--- config.mk ---
export PLATFORM = sky130hd
export DESIGN_NAME = uart_core
export DESIGN_NICKNAME = d
export VERILOG_FILES = /design/src/rtl/uart_pkg.sv /design/src/rtl/uart_baud_gen.sv /design/src/rtl/uart_core.sv
export SDC_FILE = /design/constraint.sdc
export NUM_CORES = 1
export LEC_CHECK = 0
export CORE_ASPECT_RATIO = 1.1
export CORE_UTILIZATION = 51
export CTS_CLUSTER_SIZE = 14
export DETAILED_ROUTE_END_ITERATION = 12
export GPL_ROUTABILITY_DRIVEN = 0
export GPL_TIMING_DRIVEN = 0
export PLACE_DENSITY = 0.77
export SLEW_MARGIN = 20
export SYNTH_ARGS = -nofsm -noshare
export SYNTH_HDL_FRONTEND = slang
export SYNTH_SLANG_ARGS = --single-unit
--- constraint.sdc ---
create_clock -name clk -period 2.47 [get_ports clk]
set_input_delay 0.6175 -clock clk [delete_from_list [all_inputs] [get_ports clk]]
set_output_delay 0.6175 -clock clk [all_outputs]
set_load 0.05 [all_outputs]
--- src/rtl/uart_pkg.sv ---
// Shared types and helpers for the UART core: FSM state encodings, parity modes,
// oversampling ratio and the data-mask / parity functions used by TX and RX.
package uart_pkg;

    localparam int OVERSAMPLE = 16;

    typedef enum logic [2:0] {
        TX_IDLE,
        TX_START,
        TX_DATA,
        TX_PARITY,
        TX_STOP
    } tx_state_e;

    typedef enum logic [2:0] {
        RX_IDLE,
        RX_START,
        RX_DATA,
        RX_PARITY,
        RX_STOP,
        RX_WAIT_HIGH
    } rx_state_e;

    typedef enum logic [1:0] {
        PAR_NONE = 2'd0,
        PAR_EVEN = 2'd1,
        PAR_ODD  = 2'd2,
        PAR_RSVD = 2'd3
    } parity_e;

    // bits encodes 5..8 data bits as 0..3
    function automatic logic [7:0] data_mask(input logic [1:0] bits);
        return 8'hFF >> (2'd3 - bits);
    endfunction

    function automatic logic parity_en(input parity_e mode);
        return (mode == PAR_EVEN) || (mode == PAR_ODD);
    endfunction

    function automatic logic parity_bit(input logic [7:0] data, input logic [1:0] bits,
                                        input parity_e mode);
        return (^(data & data_mask(bits))) ^ (mode == PAR_ODD);
    endfunction

endpackage

--- src/rtl/uart_baud_gen.sv ---
// Oversample tick generator: one-clk tick16 every baud_div+1 clocks.
// The divisor is only sampled on reload, so changes land cleanly at a period boundary.
module uart_baud_gen #(
    parameter int DIV_W = 16
) (
    input  logic             clk,
    input  logic             rst,
    input  logic [DIV_W-1:0] i_baud_div,
    output logic             o_tick16
);

    logic [DIV_W-1:0] r_cnt;

    always_ff @(posedge clk or posedge rst) begin
        if (rst)
            r_cnt <= '0;
        else if (r_cnt == '0)
            r_cnt <= i_baud_div;
        else
            r_cnt <= r_cnt - 1'b1;
    end

    assign o_tick16 = (r_cnt == '0);

endmodule

--- src/rtl/uart_core.sv ---
// Full-duplex UART: 16x oversampled TX and RX sharing one baud tick, runtime
// configurable 5..8 data bits, none/even/odd parity and 1/2 TX stop bits.
module uart_core
    import uart_pkg::*;
#(
    parameter int DIV_W       = 16,
    parameter int SYNC_STAGES = 2
) (
    input  logic             clk,
    input  logic             rst,
    input  logic [DIV_W-1:0] baud_div,
    input  logic [1:0]       cfg_data_bits,
    input  logic [1:0]       cfg_parity,
    input  logic             cfg_stop2,
    input  logic [7:0]       tx_data,
    input  logic             tx_valid,
    output logic             tx_ready,
    output logic             txd,
    output logic             tx_busy,
    input  logic             rxd,
    output logic [7:0]       rx_data,
    output logic             rx_valid,
    input  logic             rx_ready,
    output logic             rx_frame_err,
    output logic             rx_parity_err,
    output logic             rx_break,
    output logic             rx_overrun
);

    logic w_tick;

    uart_baud_gen #(.DIV_W(DIV_W)) u_baud (
        .clk        (clk),
        .rst        (rst),
        .i_baud_div (baud_div),
        .o_tick16   (w_tick)
    );

    // ---------------- transmitter ----------------
    tx_state_e   r_tx_state, w_tx_nxt;
    logic [4:0]  r_tx_tick;
    logic [2:0]  r_tx_bit;
    logic [7:0]  r_tx_shift;
    logic        r_tx_par;
    logic [1:0]  r_tx_bits;
    parity_e     r_tx_pmode;
    logic        r_tx_stop2;
    logic [4:0]  w_tx_last;
    logic        w_tx_bit_end;
    logic        w_tx_accept;

    assign w_tx_last    = (r_tx_state == TX_STOP && r_tx_stop2) ? 5'd31 : 5'd15;
    assign w_tx_bit_end = w_tick && (r_tx_tick == w_tx_last);
    assign w_tx_accept  = tx_valid && (r_tx_state == TX_IDLE);

    always_ff @(posedge clk or posedge rst) begin
        if (rst) r_tx_state <= TX_IDLE;
        else     r_tx_state <= w_tx_nxt;
    end

    always_comb begin
        w_tx_nxt = r_tx_state;
        txd      = 1'b1;
        tx_ready = 1'b0;
        tx_busy  = 1'b1;
        case (r_tx_state)
            TX_IDLE: begin
                tx_ready = 1'b1;
                tx_busy  = 1'b0;
                if (tx_valid) w_tx_nxt = TX_START;
            end
            TX_START: begin
                txd = 1'b0;
                if (w_tx_bit_end) w_tx_nxt = TX_DATA;
            end
            TX_DATA: begin
                txd = r_tx_shift[0];
                if (w_tx_bit_end && r_tx_bit == {1'b0, r_tx_bits} + 3'd4)
                    w_tx_nxt = parity_en(r_tx_pmode) ? TX_PARITY : TX_STOP;
            end
            TX_PARITY: begin
                txd = r_tx_par;
                if (w_tx_bit_end) w_tx_nxt = TX_STOP;
            end
            TX_STOP: begin
                if (w_tx_bit_end) w_tx_nxt = TX_IDLE;
            end
            default: w_tx_nxt = TX_IDLE;
        endcase
    end

    // Frame config is latched at acceptance so cfg_* may change mid-frame.
    always_ff @(posedge clk or posedge rst) begin
        if (rst) begin
            r_tx_tick  <= '0;
            r_tx_bit   <= '0;
            r_tx_shift <= '0;
            r_tx_par   <= 1'b0;
            r_tx_bits  <= '0;
            r_tx_pmode <= PAR_NONE;
            r_tx_stop2 <= 1'b0;
        end else if (w_tx_accept) begin
            r_tx_tick  <= '0;
            r_tx_bit   <= '0;
            r_tx_shift <= tx_data;
            r_tx_bits  <= cfg_data_bits;
            r_tx_pmode <= parity_e'(cfg_parity);
            r_tx_stop2 <= cfg_stop2;
            r_tx_par   <= parity_bit(tx_data, cfg_data_bits, parity_e'(cfg_parity));
        end else if (w_tick && r_tx_state != TX_IDLE) begin
            r_tx_tick <= w_tx_bit_end ? 5'd0 : r_tx_tick + 1'b1;
            if (w_tx_bit_end && r_tx_state == TX_DATA) begin
                r_tx_shift <= r_tx_shift >> 1;
                r_tx_bit   <= r_tx_bit + 1'b1;
            end
        end
    end

    // ---------------- receiver ----------------
    logic [SYNC_STAGES-1:0] r_sync;
    logic                   w_rxd;

    always_ff @(posedge clk or posedge rst) begin
        if (rst) r_sync <= '1;
        else     r_sync <= {r_sync[SYNC_STAGES-2:0], rxd};
    end
    assign w_rxd = r_sync[SYNC_STAGES-1];

    rx_state_e   r_rx_state, w_rx_nxt;
    logic [3:0]  r_rx_tick;
    logic [2:0]  r_rx_bit;
    logic [7:0]  r_rx_shift;
    logic        r_rx_parbit;
    logic [1:0]  r_rx_bits;
    parity_e     r_rx_pmode;
    logic        w_rx_mid;
    logic        w_rx_start;
    logic        w_stop_smp;
    logic [7:0]  w_rx_data;
    logic        w_fe, w_pe, w_brk;
    logic        w_rx_hs;

    logic [7:0]  r_rx_data;
    logic        r_rx_valid, r_rx_fe, r_rx_pe, r_rx_brk, r_rx_ovr;

    // Start is confirmed half a bit in; every later sample is a full bit after.
    assign w_rx_mid   = w_tick && (r_rx_tick == ((r_rx_state == RX_START) ? 4'd7 : 4'd15));
    assign w_rx_start = (r_rx_state == RX_IDLE) && w_tick && !w_rxd;
    assign w_stop_smp = (r_rx_state == RX_STOP) && w_rx_mid;

    // Bits shift in from the MSB end; realign short words to bit 0.
    assign w_rx_data = r_rx_shift >> (2'd3 - r_rx_bits);
    assign w_fe      = !w_rxd;
    assign w_pe      = parity_en(r_rx_pmode) &&
                       (r_rx_parbit != parity_bit(w_rx_data, r_rx_bits, r_rx_pmode));
    assign w_brk     = w_fe && (w_rx_data == 8'd0) && !(parity_en(r_rx_pmode) && r_rx_parbit);
    assign w_rx_hs   = r_rx_valid && rx_ready;

    always_ff @(posedge clk or posedge rst) begin
        if (rst) r_rx_state <= RX_IDLE;
        else     r_rx_state <= w_rx_nxt;
    end

    always_comb begin
        w_rx_nxt = r_rx_state;
        case (r_rx_state)
            RX_IDLE:      if (w_tick && !w_rxd) w_rx_nxt = RX_START;
            RX_START:     if (w_rx_mid) w_rx_nxt = w_rxd ? RX_IDLE : RX_DATA;
            RX_DATA:      if (w_rx_mid && r_rx_bit == {1'b0, r_rx_bits} + 3'd4)
                              w_rx_nxt = parity_en(r_rx_pmode) ? RX_PARITY : RX_STOP;
            RX_PARITY:    if (w_rx_mid) w_rx_nxt = RX_STOP;
            RX_STOP:      if (w_rx_mid) w_rx_nxt = w_rxd ? RX_IDLE : RX_WAIT_HIGH;
            RX_WAIT_HIGH: if (w_tick && w_rxd) w_rx_nxt = RX_IDLE;
            default:      w_rx_nxt = RX_IDLE;
        endcase
    end

    always_ff @(posedge clk or posedge rst) begin
        if (rst) begin
            r_rx_tick   <= '0;
            r_rx_bit    <= '0;
            r_rx_shift  <= '0;
            r_rx_parbit <= 1'b0;
            r_rx_bits   <= '0;
            r_rx_pmode  <= PAR_NONE;
        end else if (w_rx_start) begin
            r_rx_tick  <= '0;
            r_rx_bit   <= '0;
            r_rx_bits  <= cfg_data_bits;
            r_rx_pmode <= parity_e'(cfg_parity);
        end else if (w_tick && r_rx_state != RX_IDLE && r_rx_state != RX_WAIT_HIGH) begin
            r_rx_tick <= w_rx_mid ? 4'd0 : r_rx_tick + 1'b1;
            if (w_rx_mid && r_rx_state == RX_DATA) begin
                r_rx_shift <= {w_rxd, r_rx_shift[7:1]};
                r_rx_bit   <= r_rx_bit + 1'b1;
            end
            if (w_rx_mid && r_rx_state == RX_PARITY)
                r_rx_parbit <= w_rxd;
        end
    end

    // A completed frame is delivered unless the previous byte is still unclaimed.
    always_ff @(posedge clk or posedge rst) begin
        if (rst) begin
            r_rx_valid <= 1'b0;
            r_rx_data  <= '0;
            r_rx_fe    <= 1'b0;
            r_rx_pe    <= 1'b0;
            r_rx_brk   <= 1'b0;
            r_rx_ovr   <= 1'b0;
        end else if (w_stop_smp && (!r_rx_valid || rx_ready)) begin
            r_rx_valid <= 1'b1;
            r_rx_data  <= w_rx_data;
            r_rx_fe    <= w_fe;
            r_rx_pe    <= w_pe;
            r_rx_brk   <= w_brk;
            r_rx_ovr   <= 1'b0;
        end else begin
            if (w_rx_hs) begin
                r_rx_valid <= 1'b0;
                r_rx_ovr   <= 1'b0;
            end
            if (w_stop_smp)
                r_rx_ovr <= 1'b1;
        end
    end

    assign rx_valid      = r_rx_valid;
    assign rx_data       = r_rx_data;
    assign rx_frame_err  = r_rx_fe;
    assign rx_parity_err = r_rx_pe;
    assign rx_break      = r_rx_brk;
    assign rx_overrun    = r_rx_ovr;

endmodule

# After elaboration in Yosys (flattened, before gate mapping)
# Cells that the tools add are included.
# word_totals
register_bits	79
inputBits	34
out_inout_bits	16
wordCells	162
# op_classes
addsub	9
n_eq_ne	31
n_shift	3
muxes	42
n_bitwise	5
reduce_logical	49
# op_table
op	count
two-way mux 3 bit	20
two-way mux 8 bit	3
logical AND 1 bit	23
two-way mux 5 bit	4
inequality test 2 bit, second input constant	10
one-hot mux 3 bit (6 select lines)	1
AND 8 bit	2
zero test 16 bit	1
two-way mux 16 bit	1
two-way mux 4 bit	4
parity 8 bit	2
>> shifter 8 x 2 -> 8 bit, first input constant	2
subtractor 16 x 1 -> 16 bit, second input constant	1
one-hot mux 3 bit (5 select lines)	1
equality test 3 x 2 -> 1 bit, second input constant	4
nonzero test 2 bit	5
equality test 3 bit, second input constant	3
nonzero test 3 bit	3
zero test 8 bit	1
>> shifter 8 x 2 -> 8 bit	1
adder 2 x 3 -> 3 bit, second input constant	2
adder 3 x 1 -> 3 bit, second input constant	2
equality test 2 bit, second input constant	3
equality test 3 x 1 -> 1 bit, second input constant	2
22 further kinds	38

# Depth between registers and ports, before layout
# Gate-level depths: netlist of the first run.
# logic_depth
ltp_word	9
ltp_mapped	11
depth_no_buf	10

# By module
# Synthesis of the first run repeated with hierarchy kept, for this count alone.
# hier_totals
cells_unflattened	430
area_unflattened_um2	4262.8
# modules_own_cells
module	n_inst	cells_each	area_each_um2	seq_area_each_um2
uart_core	1	334	3387.0	1579.0
uart_baud_gen	1	96	875.8	400.4

# Worst setup path after synthesis of the first run
# OpenSTA, ideal clock, no wires.
# synth_path
path_type	reg2reg
start	reg r_tx_state[0]
end	reg r_tx_tick[0]
setup_time_ps	125
arrival_ps	2404
required_time_ps	2345
slack_ps	-58
path_stages_with_launch	8
n_path_buf	2
synth_period_minus_slack_ps	2528
path_cell_list	dfrtp_1 -> clkbuf_1 -> or3_1 -> inv_1 -> and2_1 -> clkbuf_1 -> nor2_1 -> mux2_2
# synth_via
elab_chain_cells	8
word_cells_on_any_way	13
classes_between	2 x eq/ne; 4 x mux; 7 x reduce/logical
# synth_rtl
item	line_no	source
start, declared	uart_core.sv:40	tx_state_e r_tx_state, w_tx_nxt;
start signal, assigned	uart_core.sv:58	else r_tx_state <= w_tx_nxt;
equality test 3 bit	uart_core.sv:52	assign w_tx_last = (r_tx_state == TX_STOP && r_tx_stop2) ? 5'd31 : 5'd15;
logical AND 1 bit	uart_core.sv:52	
two-way mux 5 bit	uart_core.sv:52	
equality test 5 bit	uart_core.sv:53	assign w_tx_bit_end = w_tick && (r_tx_tick == w_tx_last);
logical AND 1 bit	uart_core.sv:53	
two-way mux 5 bit	uart_core.sv:111	r_tx_tick <= w_tx_bit_end ? 5'd0 : r_tx_tick + 1'b1;
two-way mux 5 bit	uart_core.sv:110	end else if (w_tick && r_tx_state != TX_IDLE) begin
two-way mux 5 bit	uart_core.sv:102	end else if (w_tx_accept) begin
end signal, assigned	uart_core.sv:111	
end, declared	uart_core.sv:41	logic [4:0] r_tx_tick;
# Parallel ways exist; a longest one is shown, timed or not. The select of a mux whose other input is x is not followed.
# A chain may end at the register's enable or synchronous reset.

# Final worst setup path of the first run
# layout_path
start	reg u_baud.r_cnt[0]
end	reg r_rx_data[5] (netlist: rx_data[5])
# layout_via
elab_chain_cells	4
# layout_rtl
item	line_no	source
start, declared	uart_baud_gen.sv:12	logic [DIV_W-1:0] r_cnt;
start signal, assigned	uart_baud_gen.sv:18	r_cnt <= i_baud_div;
start signal, assigned	uart_baud_gen.sv:20	r_cnt <= r_cnt - 1'b1;
zero test 16 bit	uart_baud_gen.sv:23	assign o_tick16 = (r_cnt == '0);
logical AND 1 bit	uart_core.sv:147	assign w_rx_mid = w_tick && (r_rx_tick == ((r_rx_state == RX_START) ? 4'd7 : 4'd15));
logical AND 1 bit	uart_core.sv:149	assign w_stop_smp = (r_rx_state == RX_STOP) && w_rx_mid;
logical AND 1 bit	uart_core.sv:211	end else if (w_stop_smp && (!r_rx_valid || rx_ready)) begin
end signal, assigned	uart_core.sv:213	r_rx_data <= w_rx_data;
end, declared	uart_core.sv:143	logic [7:0] r_rx_data;
# No other way between the ends.

==> summary.md, run 1 <==
| Metric | Value |
|---|---|
| H-tree depth | 3 |
| Final Critical Period | 2.378 ns |
| CP Cell Sequence | inv_2 -> ha_1 -> nor4b_4 -> and4_4 -> nand2_1 -> or4_4 -> buf_6 -> mux2_4 |
| Area of the core | 7913 µm² |
| Total CTS buffers | 9 |
| Switching Share | 28.41% |
| EDFF count, synth | 0 |
| Worst-Skew Late Latency | 0.35 ns |
| Pwr dens | 605.3 nW/µm² |
| Tcrit/Tclk final | 96.28% |
| Final hold vios | 0 |
| Critical Path Max Stage Delay | 0.52 ns |
| Type of origin of the critical path | flop |
| Synth Area in Adders | 2.705% |
| Syn-to-layout area delta | 22.81% |
| Area share of the largest cell type after synthesis | 46.29% |
| Net Sw Power | 879.1 µW |
| Netlist cell types | 51 |
| Mapped Cells | 423 |
| P_int | 2.216 mW |
| Status | finished clean |
| Synth Area per Inst | 9.841 µm² |
| Root buffer cell | clkbuf_8 |
| Hold Crit Class | reg -> reg |
| Register share of total power | 51.9% |
| Die width | 88.14 µm |
| Post-route ant nets | 0 |
| Peak VDD IR | 0.0003393 V |
| Leak | 2.222 nW |
| XOR/XNOR share of the synthesized area | 7.364% |
| Clock share of power | 31.8% |
| #FFs+latches synth | 79 |
| Largest area contributor in the netlist | dfrtp_1 |
| Seq/Total Area, Yosys | 47.55% |
| DP HPWL | 6033 µm |
| R2R Setup Slk | 0.09 ns |
| Main combinational cell family by area after synthesis | simple AND/OR/NAND/NOR gates |
| Crit path from | u_baud.r_cnt[0] |
| Register clock-pin slew on the reported worst setup and hold paths | 0.08 ns |
| Initial core utilization | 52.61% |
| Crit path to | rx_data[5] |
| Critical R2R Launch | u_baud.r_cnt[0] |
| Vias per cell | 5.332 |
| Die area | 8528 µm² |
| Hold_buf cts | 0 |
| Max-cap violations | 0 |
| Async S/R FF share, synth | 100.0% |
| Initial DRT Pass Iterations | 4 |
| CP max stage cell | or4_4 |
| Skew final | 0.008724 ns |
| Port Buffer Count | 49 |
| Most frequent cells in the layout | 75 x dfrtp_1, 59 x nand2_1, 46 x clkdlybuf4s50_1, 43 x o21ai_0, 35 x nor2_1 |
| Vias in the first global route | 3,049 |
| First-pass GRT wire length | 13,770 µm |
| Post-Syn Nets | 466 |
| CP Data Arrival Time | 2.61 ns |
| Worst-path maximum fanout | 10 |
| Number of placed I/O pins | 50 |
| Setup crit end kind | flop |
| Die height | 96.76 µm |
| Top post-synthesis cells by area | dfrtp_1 46%, nand2_1 5.3%, xnor2_1 5.3% |
| Placed Area | 4843 µm² |
| Slew HR | 40.12% |
| Post-synthesis compound-gate area fraction | 10.73% |
| Largest net degree at the start of global routing | 34 |
| Vias post-DR | 3,199 |
| Setup violations, final | 0 |
| DR WL/cell | 13.71 µm |
| DRC | 0 |
| CP Class | reg -> reg |
| Worst r2r dst | rx_data[5] |
| Post-synthesis mux area share | 10.40% |
| Final sum of negative setup slack | 0 ns |
| 1st-iter DRT viols | 149 |
| Warnings from Yosys | 0 |
| Logic gate share of total power | 16.3% |
| Diode count | 0 |
| Overflow after GRT | 0 |
| GRT Total Usage | 20.65% |
| Most common cell after layout, fill and taps aside | dfrtp_1 |
| Initial antenna violation count | 0 |
| Simple-Gate Fraction of Synth Area | 18.18% |
| Fin area | 5112 µm² |
| R2R cell count | 8 |
| Slew Viols, Final | 0 |
| Worst slew pin tran | 0.8900 ns |
| Routed WL | 8224 µm |
| TritonCTS clock tree | yes |
| Max frequency | 420.5 MHz |
| Share of cells above drive strength 1 | 13.82% |
| Worst EP required | 2.70 ns |
| Longest Clk Path Bufs | 2 |
| NumNets Final | 530 |
| FP Rows | 34 |
| Syn Std Cell Area | 4163 µm² |
| Main synth FF type | dfrtp_1 |
| Clock sinks | 79 |
-- stage by stage --
step	util, %	setup WS (ns)	std cells	hold WS, ns	power, mW
4_1_cts	63.80	0.003162	595	0.3579	3.104
6_report	64.61	0.09198	600	0.3570	3.095
5_1_grt	64.61	-0.01972	600	0.3639	3.253
3_5_place_dp	61.21	-0.2867	582	0.3468	2.125
3_3_place_gp	60.61	-0.2468	580	0.3457	2.084
2_1_floorplan	-	0.01864	423	0.3452	1.930
-- critical path: cells and delay by family (launching register included) --
family	cells	cell delay [ns]
DFF	1	0.41
adders and majority gates	1	0.17
buffers and inverters	2	0.24
and+or+nand+nor	4	1.16
muxes	1	0.29
-- cell usage after synthesis (2+ instances only) --
master and count:
dfrtp_1 77, nand2_1 59, o21ai_0 43, nor2_1 35
xnor2_1 25, a21oi_1 20, mux2i_1 20, mux2_2 18
clkbuf_1 12, inv_1 11, nand3_1 11, xor2_1 10
ha_1 9, nor2b_1 5, o31ai_1 5, or3_1 5
nand2b_1 4, nor3_1 4, a31oi_1 3, and3_1 3
buf_2 3, nand4_1 3, a21o_1 2, and2_1 2
and3b_1 2, buf_4 2, dfstp_2 2, mux2_4 2
nand3b_1 2, nand4b_1 2, nor4_1 2
-- area by class of cell --
cell class / count / area, µm²
sequential: 79 / 1982
inverter: 11 / 48.80
timing repair buffer: 56 / 570.5
buffer: 15 / 80.08
multi-input combinational: 315 / 2088
clock inverter: 5 / 56.30
tap: 108 / 135.1
clock buffer: 11 / 151.4
fill: 674 / 2800
-- what timing repair did --
item / CTS / global route
resized for setup: 9 / 13
setup endpoints to repair: 15 / 39
gates cloned: 0 / 1
buffers inserted: 0 / 4
pin swaps: 0 / 1
-- logic make-up after synthesis --
logic type / Yosys count
XOR/XNOR: 35
adder cells (fa/ha/maj): 9
buffers and inverters: 29
AND/OR/NAND/NOR: 151
flip-flops: 79
AO/OA/AOI/OAI: 80
multiplexers: 40
-- power by group through the flow --
stage | Combinational, mW | Clock, mW | Sequential, mW
floorplan | 0.311 | 0 | 1.62
global placement | 0.475 | 0 | 1.61
detailed placement | 0.507 | 0 | 1.62
CTS | 0.503 | 1.01 | 1.60
global route | 0.566 | 1.06 | 1.63
finish | 0.504 | 0.983 | 1.61
-- how the worst min path moves through the flow --
stage	start	endpoint	slack, ns	depth (start not counted)
after global placement	r_sync[0]	r_sync[1]	0.35	0
after CTS	r_sync[0]	r_sync[1]	0.36	0
after global routing	r_sync[0]	r_sync[1]	0.36	0
after detailed placement	r_sync[0]	r_sync[1]	0.35	0
final	r_sync[0]	r_sync[1]	0.36	0
after floorplan	r_sync[0]	r_sync[1]	0.35	0
-- per-layer routing --
| layer | GRT usage (%) | routed length (µm) | up-vias |
|---|---|---|---|
| li1 | - | - | 1595 |
| met5 | 0 | 0 | - |
| met4 | 6.203 | 99 | 0 |
| met3 | 4.863 | 371 | 8 |
| met2 | 32.14 | 3953 | 79 |
| met1 | 28.64 | 3799 | 1517 |
-- state kept, by name, indices dropped and copies added, names as in the netlist, 2 cells and up --
name	flops
r_tx_state	3
r_rx_bits	2
u_baud.r_cnt	16
r_rx_bit	3
r_tx_pmode	2
r_tx_tick	5
r_rx_tick	4
r_rx_shift	8
r_rx_state	3
r_tx_shift	8
rx_data	8
r_tx_bits	2
r_tx_bit	3
r_sync	2
r_rx_pmode	2
Note: power is estimated with default switching activity, not from simulation.
==> run 2: changes to the inputs <==
- ABC_AREA: unset -> 1
- MAX_ROUTING_LAYER: unset -> met4
- PLACE_DENSITY: 0.77 -> 0.76
==> summary.md, run 2 <==
| Metric | Value |
|---|---|
| Status | finished clean |
| Async S/R FF share, synth | 100.0% (unchanged) |
| Total CTS buffers | 9 (unchanged) |
| CP Cell Sequence | buf_6 -> nor2_8 -> nand2_2 -> inv_1 -> dlygate4sd2_1 |
| Vias post-DR | 3,981 (+24%) |
| Pre-CTS WS | 0.1861 ns (+0.4729 ns) |
| Count leader, synth | nand2_1 |
| Port Buffer Count | 49 (unchanged) |
| Syn Std Cell Area | 4566 µm² (+9.7%) |
| Longest Clk Path Bufs | 2 (unchanged) |
| Post-Syn Nets | 633 (+36%) |
| EDFF count, synth | 0 (unchanged) |
| Most common cell after layout, fill and taps aside | nand2_1 |
| GRT Total Usage | 22.27% (+1.6 points) |
| Fin Hold WS | 0.3592 ns (+0.002218 ns) |
| Diode count | 0 (unchanged) |
| TritonCTS clock tree | yes |
| DRC | 0 (unchanged) |
| Top post-synthesis cells by area | dfrtp_1 42%, nand2_1 15%, o21ai_0 5.9% |
| Skew final | 0.008614 ns (-0.0001094 ns) |
| Number of placed I/O pins | 50 (unchanged) |
| Hold_buf cts | 0 (unchanged) |
| Max-cap violations | 0 (unchanged) |
| Post-synth top cells | 180 x nand2_1, 77 x dfrtp_1, 65 x inv_1 |
| Initial antenna violation count | 0 (unchanged) |
| Vias in the first global route | 3,803 (+25%) |
| Routed WL | 9202 µm (+12%) |
| Most frequent cells in the layout | 180 x nand2_1, 77 x dfrtp_1, 64 x inv_1, 54 x o21ai_0, 46 x clkdlybuf4s50_1 |
| CP Class | reg -> out |
| Max reg flops | 16 (unchanged) |
| FP Rows | 35 (+2.9%) |
| Pwr dens | 665.7 nW/µm² (+10%) |
| Setup violations, final | 0 (unchanged) |
| RSZ-0062 raised after global routing | false |
| Warnings from Yosys | 0 (unchanged) |
| Seq/Total Area, Yosys | 43.35% (-4.2 points) |
| Die height | 101.2 µm (+4.6%) |
| Die area | 9335 µm² (+9.5%) |
| Hold Crit Class | reg -> reg |
| Post-route ant nets | 0 (unchanged) |
| Netlist cell types | 39 (-24%) |
| Worst path top cell family by delay | buffers and inverters |
| Critical Path Max Stage Delay | 0.54 ns (+0.02 ns) |
| Vias per cell | 5.177 (-2.9%) |
| Biggest register | u_baud.r_cnt |
| Area of the core | 8539 µm² (+7.9%) |
| Slew Viols, Final | 0 (unchanged) |
| Area share of the largest cell type after synthesis | 42.20% (-4.1 points) |
| CP Data Arrival Time | 1.76 ns (-0.85 ns) |
| H-tree depth | 3 (unchanged) |
| Fin cells | 769 (+28%) |
| Fin area | 5435 µm² (+6.3%) |
| DP HPWL | 7166 µm (+19%) |
| Max frequency | 420.5 MHz (about the same) |
| Leak | 2.551 nW (+15%) |
| Worst EP required | 1.85 ns (-0.85 ns) |
| #FFs+latches synth | 79 (unchanged) |
| Type of origin of the critical path | flop |
| Final sum of negative setup slack | 0 ns (unchanged) |
| Setup crit end kind | primary output |
| Final hold vios | 0 (unchanged) |
| Initial core utilization | 53.47% (+0.86 points) |
| CP max stage cell | dlygate4sd2_1 |
| Worst slew pin tran | 0.4913 ns (-0.3987 ns) |
| Overflow after GRT | 0 (unchanged) |
| Overall power | 3.618 mW (+17%) |
| Placed Cells | 753 (+29%) |
| Worst-path maximum fanout | 8 (-2) |
| Largest area contributor in the netlist | dfrtp_1 |
| Slew HR | 67.14% (+27 points) |
| NumNets Final | 696 (+31%) |
| Utilization after layout | 63.65% (-0.96 points) |
| Root buffer cell | clkbuf_8 |
| Syn-to-layout area delta | 19.05% |
| WP buf/inv | 3 (+1) |
| Mapped Cells | 590 (+39%) |
| Largest net degree at the start of global routing | 33 (-2.9%) |
| Final Critical Period | 2.378 ns (-0.0001352 ns) |
| Synth Area per Inst | 7.738 µm² (-21%) |
| Register clock-pin slew on the reported worst setup and hold paths | 0.08 ns (about the same) |
| Tcrit/Tclk final | 96.27% (about the same) |
| Peak VDD IR | 0.0004118 V (+21%) |
| Worst-Skew Late Latency | 0.34 ns (about the same) |
| First-pass GRT wire length | 16,220 µm (+18%) |
| 1st-iter DRT viols | 188 (+26%) |
| Die width | 92.21 µm (+4.6%) |
| Placed Area | 5274 µm² (+8.9%) |
| Clock sinks | 79 (unchanged) |
| # fillers | 744 (+10%) |
| DR WL/cell | 11.97 µm (-13%) |
| Share of cells above drive strength 1 | 10.49% (-3.3 points) |
| Initial DRT Pass Iterations | 4 (unchanged) |
| Setup WS post-layout | 0.09212 ns (+0.0001352 ns) |
| Main synth FF type | dfrtp_1 |
-- run 2: cell types whose count changed after synthesis, moves of 8 or more --
cell	delta
a21oi_1	-12
clkbuf_1	-10
inv_1	+54
mux2_2	-18
mux2i_1	-20
nand2_1	+121
nand3_1	+34
nand4_1	+8
nor2_2	+8
nor2_4	+10
o21ai_0	+11
o21ai_1	+14
xnor2_1	-16
-- run 2: where the power goes --
part	switching (mW)	internal [mW]	total, mW
sequential	0.151	1.49	1.64
clock	0.466	0.360	0.825
combinational	0.736	0.417	1.15
total	1.35	2.27	3.62
-- run 2: final cells by class --
cell class,count,area [µm²],area share [%]
Clock buffer,10,127.6,2.348
Tap cell,111,138.9,2.555
Multi-Input combinational cell,431,2257,41.53
Clock inverter,6,37.54,0.6906
Timing Repair Buffer,52,561.8,10.34
Buffer,10,66.31,1.220
Inverter,70,266.5,4.903
Sequential cell,79,1979,36.42
-- run 2: path summary, 6_finish.rpt --
kind	from	cells past startpoint	endpoint	slack [ns]
worst min register to register	r_sync[0]	0	r_sync[1]	0.36
max in group asynchronous	rst	4	r_tx_tick[2]	1.30
worst min-delay path	r_sync[0]	0	r_sync[1]	0.36
worst max register to register	r_rx_bits[0]	15	rx_parity_err	0.38
min in group asynchronous	rst	2	u_baud.r_cnt[4]	0.61
worst max-delay path	r_tx_state[0]	5	tx_ready	0.09
-- run 2: timing repair --
item / 4_1_cts / 5_1_grt
gates resized for setup: 3 / 0
buffers inserted: 0 / 0
endpoints found under the setup margin: 3 / 0
-- run 2: logic make-up (layout without fill, tap and decap cells) --
| kind of cell | after synthesis | after routing | share of synthesized area, % |
|---|---|---|---|
| flops | 79 | 79 | 43.35 |
| xor+xnor | 20 | 20 | 3.837 |
| buf+inv | 80 | 148 | 7.207 |
| simple gates | 312 | 312 | 32.58 |
| compound gates | 90 | 90 | 10.55 |
| fa+ha+maj | 9 | 9 | 2.466 |
-- run 2: routing by layer --
layer	wire, µm	vias up	track usage [%]
met3	253	8	3.453
li1	-	2039	-
met5	0	-	-
met4	121	0	7.572
met2	4587	66	37.77
met1	4240	1868	27.24
